$ cat src/rtl/simon_pkg.sv
// Shared types and constants for the Simon colour sequencer.
// Colour codes are 1..4 for colours 0..3; 0 marks an empty slot.
package simon_pkg;

  typedef logic [2:0] colour_t;

  localparam colour_t COL_NONE = 3'd0;
  localparam colour_t COL_0    = 3'd1;
  localparam colour_t COL_1    = 3'd2;
  localparam colour_t COL_2    = 3'd3;
  localparam colour_t COL_3    = 3'd4;

  localparam int          LEN_DEFAULT = 32;
  localparam logic [15:0] LFSR_TAPS   = 16'hB400;

  typedef enum logic [1:0] {IDLE, GEN, ON, OFF} seq_state_t;

  // One-hot LED for a colour code; an empty slot lights nothing.
  function automatic logic [3:0] colour_led(colour_t c);
    if (c == COL_NONE) return 4'b0000;
    return 4'b0001 << (c - 3'd1);
  endfunction

endpackage

$ cat src/rtl/lfsr16.sv
// Free-running 16-bit Galois LFSR; loads seed on reset and steps every clock.
module lfsr16
  import simon_pkg::*;
(
  input  logic        clk,
  input  logic        reset_n,
  input  logic [15:0] seed,
  output logic [15:0] q
);

  always_ff @(posedge clk or negedge reset_n) begin
    if (!reset_n) q <= seed;
    else          q <= {1'b0, q[15:1]} ^ (q[0] ? LFSR_TAPS : 16'h0000);
  end

endmodule

$ cat src/rtl/simon_sequencer.sv
// Generates the Simon colour sequence and plays entries 0..round back on the LEDs.
// new_game/show are one-cycle requests accepted only in IDLE; busy high means a request is dropped.
module simon_sequencer
  import simon_pkg::*;
#(
  parameter int          LEN        = LEN_DEFAULT,
  parameter int          ON_CYCLES  = 50_000_000,
  parameter int          OFF_CYCLES = 25_000_000,
  parameter logic [15:0] SEED       = 16'hACE1
) (
  input  logic                clk,
  input  logic                reset_n,
  input  logic                new_game,
  input  logic                show,
  input  logic [4:0]          round,
  output logic [LEN-1:0][2:0] segment,
  output logic                seg_valid,
  output logic [3:0]          led,
  output logic                busy,
  output logic                done,
  output logic [1:0]          state_dbg
);

  localparam int IW   = (LEN > 1) ? $clog2(LEN) : 1;
  localparam int DMAX = (ON_CYCLES > OFF_CYCLES) ? ON_CYCLES : OFF_CYCLES;
  localparam int DW   = (DMAX > 1) ? $clog2(DMAX) : 1;

  seq_state_t    state, state_n;
  logic [IW-1:0] idx;
  logic [IW-1:0] round_eff;
  logic [IW-1:0] round_clamp;
  logic [DW-1:0] dwell;
  logic [15:0]   lfsr_q;
  logic          done_n;

  lfsr16 u_lfsr (
    .clk     (clk),
    .reset_n (reset_n),
    .seed    (SEED),
    .q       (lfsr_q)
  );

  always_comb begin
    round_clamp = IW'(round);
    if (int'(round) > LEN - 1) round_clamp = IW'(LEN - 1);
  end

  always_ff @(posedge clk or negedge reset_n) begin
    if (!reset_n) state <= IDLE;
    else          state <= state_n;
  end

  always_comb begin
    state_n = state;
    done_n  = 1'b0;
    case (state)
      IDLE: begin
        if (new_game)               state_n = GEN;
        else if (show && seg_valid) state_n = ON;
      end
      GEN: if (idx == IW'(LEN - 1)) state_n = IDLE;
      ON:  if (dwell == DW'(ON_CYCLES - 1)) state_n = OFF;
      OFF: begin
        if (dwell == DW'(OFF_CYCLES - 1)) begin
          if (idx == round_eff) begin
            state_n = IDLE;
            done_n  = 1'b1;
          end else begin
            state_n = ON;
          end
        end
      end
      default: state_n = IDLE;
    endcase
  end

  always_ff @(posedge clk or negedge reset_n) begin
    if (!reset_n) begin
      idx       <= '0;
      round_eff <= '0;
      dwell     <= '0;
      segment   <= '0;
      seg_valid <= 1'b0;
      done      <= 1'b0;
    end else begin
      done <= done_n;
      // Dwell only runs inside a lit/dark period and restarts on every state change.
      if (state_n != state || state == IDLE || state == GEN) dwell <= '0;
      else                                                   dwell <= dwell + 1'b1;
      case (state)
        IDLE: begin
          if (state_n == GEN) begin
            seg_valid <= 1'b0;
            idx       <= '0;
          end else if (state_n == ON) begin
            idx       <= '0;
            round_eff <= round_clamp;
          end
        end
        GEN: begin
          segment[idx] <= {1'b0, lfsr_q[1:0]} + 3'd1;
          idx          <= idx + 1'b1;
          if (state_n == IDLE) seg_valid <= 1'b1;
        end
        OFF: if (state_n == ON) idx <= idx + 1'b1;
        default: ;
      endcase
    end
  end

  always_comb begin
    led = 4'b0000;
    if (state == ON) led = colour_led(segment[idx]);
  end

  assign busy      = (state != IDLE);
  assign state_dbg = state;

endmodule

$ cat config.mk
export PLATFORM = sky130hd
export DESIGN_NAME = simon_sequencer
export DESIGN_NICKNAME = d
export VERILOG_FILES = /design/src/rtl/simon_pkg.sv /design/src/rtl/lfsr16.sv /design/src/rtl/simon_sequencer.sv
export SDC_FILE = /design/constraint.sdc
export NUM_CORES = 1
export LEC_CHECK = 0
export CAP_MARGIN = 10
export CORE_MARGIN = 2
export CORE_UTILIZATION = 45
export CTS_BUF_LIST = sky130_fd_sc_hd__clkbuf_2 sky130_fd_sc_hd__clkbuf_4 sky130_fd_sc_hd__clkbuf_8
export DETAILED_ROUTE_END_ITERATION = 7
export HOLD_SLACK_MARGIN = 0.03
export PLACE_DENSITY_LB_ADDON = 0.3
export SYNTH_ARGS = -nofsm -noshare
export SYNTH_HDL_FRONTEND = slang
export SYNTH_SLANG_ARGS = --single-unit
$ cat constraint.sdc
create_clock -name clk -period 3.89 [get_ports clk]
set_input_delay 0.5835 -clock clk [delete_from_list [all_inputs] [get_ports clk]]
set_output_delay 0.5835 -clock clk [all_outputs]
set_load 0.005 [all_outputs]
==> results.json <==
{
  "row_count": 45,
  "die_h_um": 129,
  "critPathLaunchType": "flip-flop",
  "rsz0062_at_grt": "yes",
  "timing.fmax_mhz": 269,
  "crit_fanout": 6,
  "gp_congestion": 0.877,
  "fin_worst_skew_ns": 0.0134,
  "cts_root_buffer": "clkbuf_8",
  "synth_area_mm2": 0.00701,
  "clk_latency_ns": 0.45,
  "holdWs_ns": 0.248,
  "clk_path_buf_depth": 2,
  "layout-drive-gt1-share_pct": 24.8,
  "cap_violations": 0,
  "grt_antenna_before_repair": 0,
  "r2r-start": "dwell[7]$_DFF_PN0_",
  "diodes": 0,
  "vdd_drop_max_mv": 0.380,
  "dpl_cell_area_mm2": 0.00838,
  "grt_use_total_pct": 23.1,
  "area_delta_synth_final_pct": 28.0,
  "syn_avg_cell_area_um2": 12.1,
  "dp_hpwl_mm": 12.6,
  "die_w_um": 129,
  "drv_slew": 0,
  "wl_per_cell_um": 20.3,
  "synth_top_family_by_area": "multiplexers",
  "num_vias": 5165,
  "start_util_pct": 46.1,
  "port_buffers": 113,
  "startpoint": "idx[0]$_DFFE_PN0P_",
  "h-tree-depth": 4,
  "status": "completed",
  "seqPwrFrac_pct": 41.4,
  "antenna_left": 0,
  "crit_path_end_kind": "primary output",
  "seq_area_frac_synth_pct": 54.4,
  "grt_pass1_vias": 5297,
  "cp_data_arrival_time_ns": 3.14,
  "drt_wl_total_mm": 18.4,
  "hp-class": "in2async",
  "synth_compound_area_share_pct": 5.12,
  "drt_iter0_markers": 336,
  "avgViaCountPerCell": 5.68,
  "switchingPower_mw": 1.75,
  "swShare_pct": 34.1,
  "core_mm2": 0.0152,
  "internal-power_mw": 3.39,
  "power.density_mw_per_mm2": 573,
  "setup_viol": 0,
  "clk_pin_slew_ns": 0.08,
  "firstDrtPassIters": 4,
  "numCtsBuffers": 17,
  "r2r_cells": 6,
  "die_area_mm2": 0.0166,
  "cts_tree": "built",
  "synthXorXnorAreaFrac_pct": 4.60,
  "netlist_instances": 581,
  "nets": 726,
  "p_leak_nw": 3.90,
  "critPathKind": "reg2out",
  "ys_seq_elements": 152,
  "clockPowerShare_pct": 24.0,
  "synth-adder-area-share_pct": 1.43,
  "pin_count": 114,
  "reg2reg_to": "dwell[16]$_DFF_PN0_",
  "layout_min_cycle_time_ns": 3.72,
  "min_period_over_period_pct": 95.6,
  "tns_ns": 0,
  "drc": 0,
  "grt_pass1_wl_mm": 29.0,
  "grt_start_max_net_pins": 106,
  "layout_commonest_cell": "dfrtp_1",
  "finalInstanceArea_mm2": 0.00897,
  "relSlewSlack_pct": 26.8,
  "synthMuxAreaShare_pct": 19.1,
  "cts_sinks": 152,
  "comb_power_share_pct": 34.6,
  "grt-ovfl-total": 0,
  "final_core_util_pct": 59.0,
  "max_slew.worst_pin.slew_ns": 1.10,
  "layout_common_cells": "dfrtp_1, nor2_1, clkdlybuf4s50_1",
  "yosys_warnings": 0,
  "synth-simple-area-share_pct": 13.4,
  "synth_cell_types": 40,
  "endpoint": "led[3]",
  "synth_nets": 598,
  "finalHoldViolations": 0,
  "crit_required_ns": 3.31,
  "regToRegSetupSlack_ns": 1.24
}
-- registers in the layout, indices dropped and copies added, names as in the netlist --
| name | count |
|---|---|
| done | 1 |
| seg_valid | 1 |
| dwell | 26 |
| round_eff | 5 |
| state_dbg | 2 |
| u_lfsr.q | 16 |
| idx | 5 |
| segment | 96 |
-- worst max-delay path, stage by stage (launching register included) --
cell	delay (ns)
dfrtp_2	0.52
buf_6	0.17
mux4_2	0.51
a22oi_2	0.21
nand4_1	0.17
nor2_1	0.14
ha_1	0.17
nor4b_4	0.27
buf_4	0.18
buf_6	0.08
nor3b_2	0.13
buf_2	0.13
-- cell usage after synthesis --
library cell,instances,area (um2)
dfrtp_1,144,3600
nor2_1,108,405
mux2_2,69,777
a21oi_1,42,210
mux4_2,24,541
nand2_1,24,90.1
clkbuf_1,21,78.8
xor2_1,19,166
xnor2_1,16,140
nand3_1,15,75.1
a22oi_1,12,90.1
and3_1,8,50.1
dfstp_2,8,210
ha_1,8,100
inv_1,7,26.3
nand4_1,7,43.8
buf_2,6,30.0
nor3_1,5,25.0
and4_1,4,35.0
and2_1,3,18.8
nor2b_1,3,18.8
nor4bb_1,3,30.0
a31oi_1,2,12.5
and3b_1,2,17.5
mux2i_1,2,20.0
nand3b_1,2,15.0
nor3b_1,2,15.0
nor4b_1,2,17.5
or2_2,2,12.5
a21boi_2,1,11.3
a221oi_4,1,26.3
nand4_2,1,12.5
nor4_1,1,6.26
nor4_4,1,21.3
o2111ai_1,1,8.76
or2_0,1,6.26
or3_1,1,6.26
or3b_2,1,8.76
or4_4,1,11.3
xor2_2,1,16.3
-- how the worst min path moves through the flow --
| stage | slack, ns | cells after the start | endpoint |
|---|---|---|---|
| final | 0.25 | 1 | dwell[3]$_DFF_PN0_ |
| after global placement | 0.33 | 0 | u_lfsr.q[3]$_DFF_PN0_ |
| after detailed placement | 0.33 | 0 | u_lfsr.q[1]$_DFF_PN0_ |
| after global routing | 0.31 | 1 | u_lfsr.q[2]$_DFF_PN0_ |
| after floorplan | 0.29 | 0 | done$_DFF_PN0_ |
| after CTS | 0.28 | 1 | u_lfsr.q[2]$_DFF_PN0_ |
-- layer usage --
metal	vias to the layer above	track usage, %	wire, um
li1	2316	-	-
met1	2614	32.7	8210
met2	206	34.4	8630
met3	29	6.15	1240
met4	0	8.57	366
met5	-	0	0
-- what timing repair did --
item | CTS | global route
buffers inserted | 10 | 5
pin swaps | 4 | 9
cloned | 1 | 0
hold buffers | 0 | 0
resized for setup | 15 | 11
endpoints found under the setup margin | 4 | 4
-- power by group through the flow --
stage | Combinational, mW | Clock, mW | Sequential (mW)
2_1_floorplan | 0.945 | 0 | 1.97
3_3_place_gp | 1.47 | 0 | 2.14
3_5_place_dp | 1.52 | 0 | 2.15
4_1_cts | 1.77 | 1.26 | 2.12
5_1_grt | 1.94 | 1.33 | 2.16
6_report | 1.78 | 1.23 | 2.13
-- metrics by stage --
step | instances | worst slack [ns] | power (mW)
after floorplan | 581 | 0.601 | 2.91
after global placement | 864 | 0.324 | 3.62
after detailed placement | 864 | 0.211 | 3.67
after CTS | 906 | 0.00139 | 5.14
after global routing | 910 | -0.00514 | 5.42
final | 910 | 0.170 | 5.14
-- final cells by class --
type / count / area [um2]
fillers: 1236 / 6230
flip-flops and latches: 152 / 3810
multi-input cells: 395 / 3120
repair buffers: 136 / 1370
clock buffers: 20 / 263
well taps: 188 / 235
clock inverters: 12 / 141
inverters: 7 / 26.3
-- cells by family after synthesis --
logic type,after synthesis
AND/OR/NAND/NOR,197
multiplexers,95
AO/OA/AOI/OAI,59
flip-flops,152
adder cells (fa/ha/maj),8
buffers and inverters,34
XOR/XNOR,36
(Power assumes the default switching activity.)
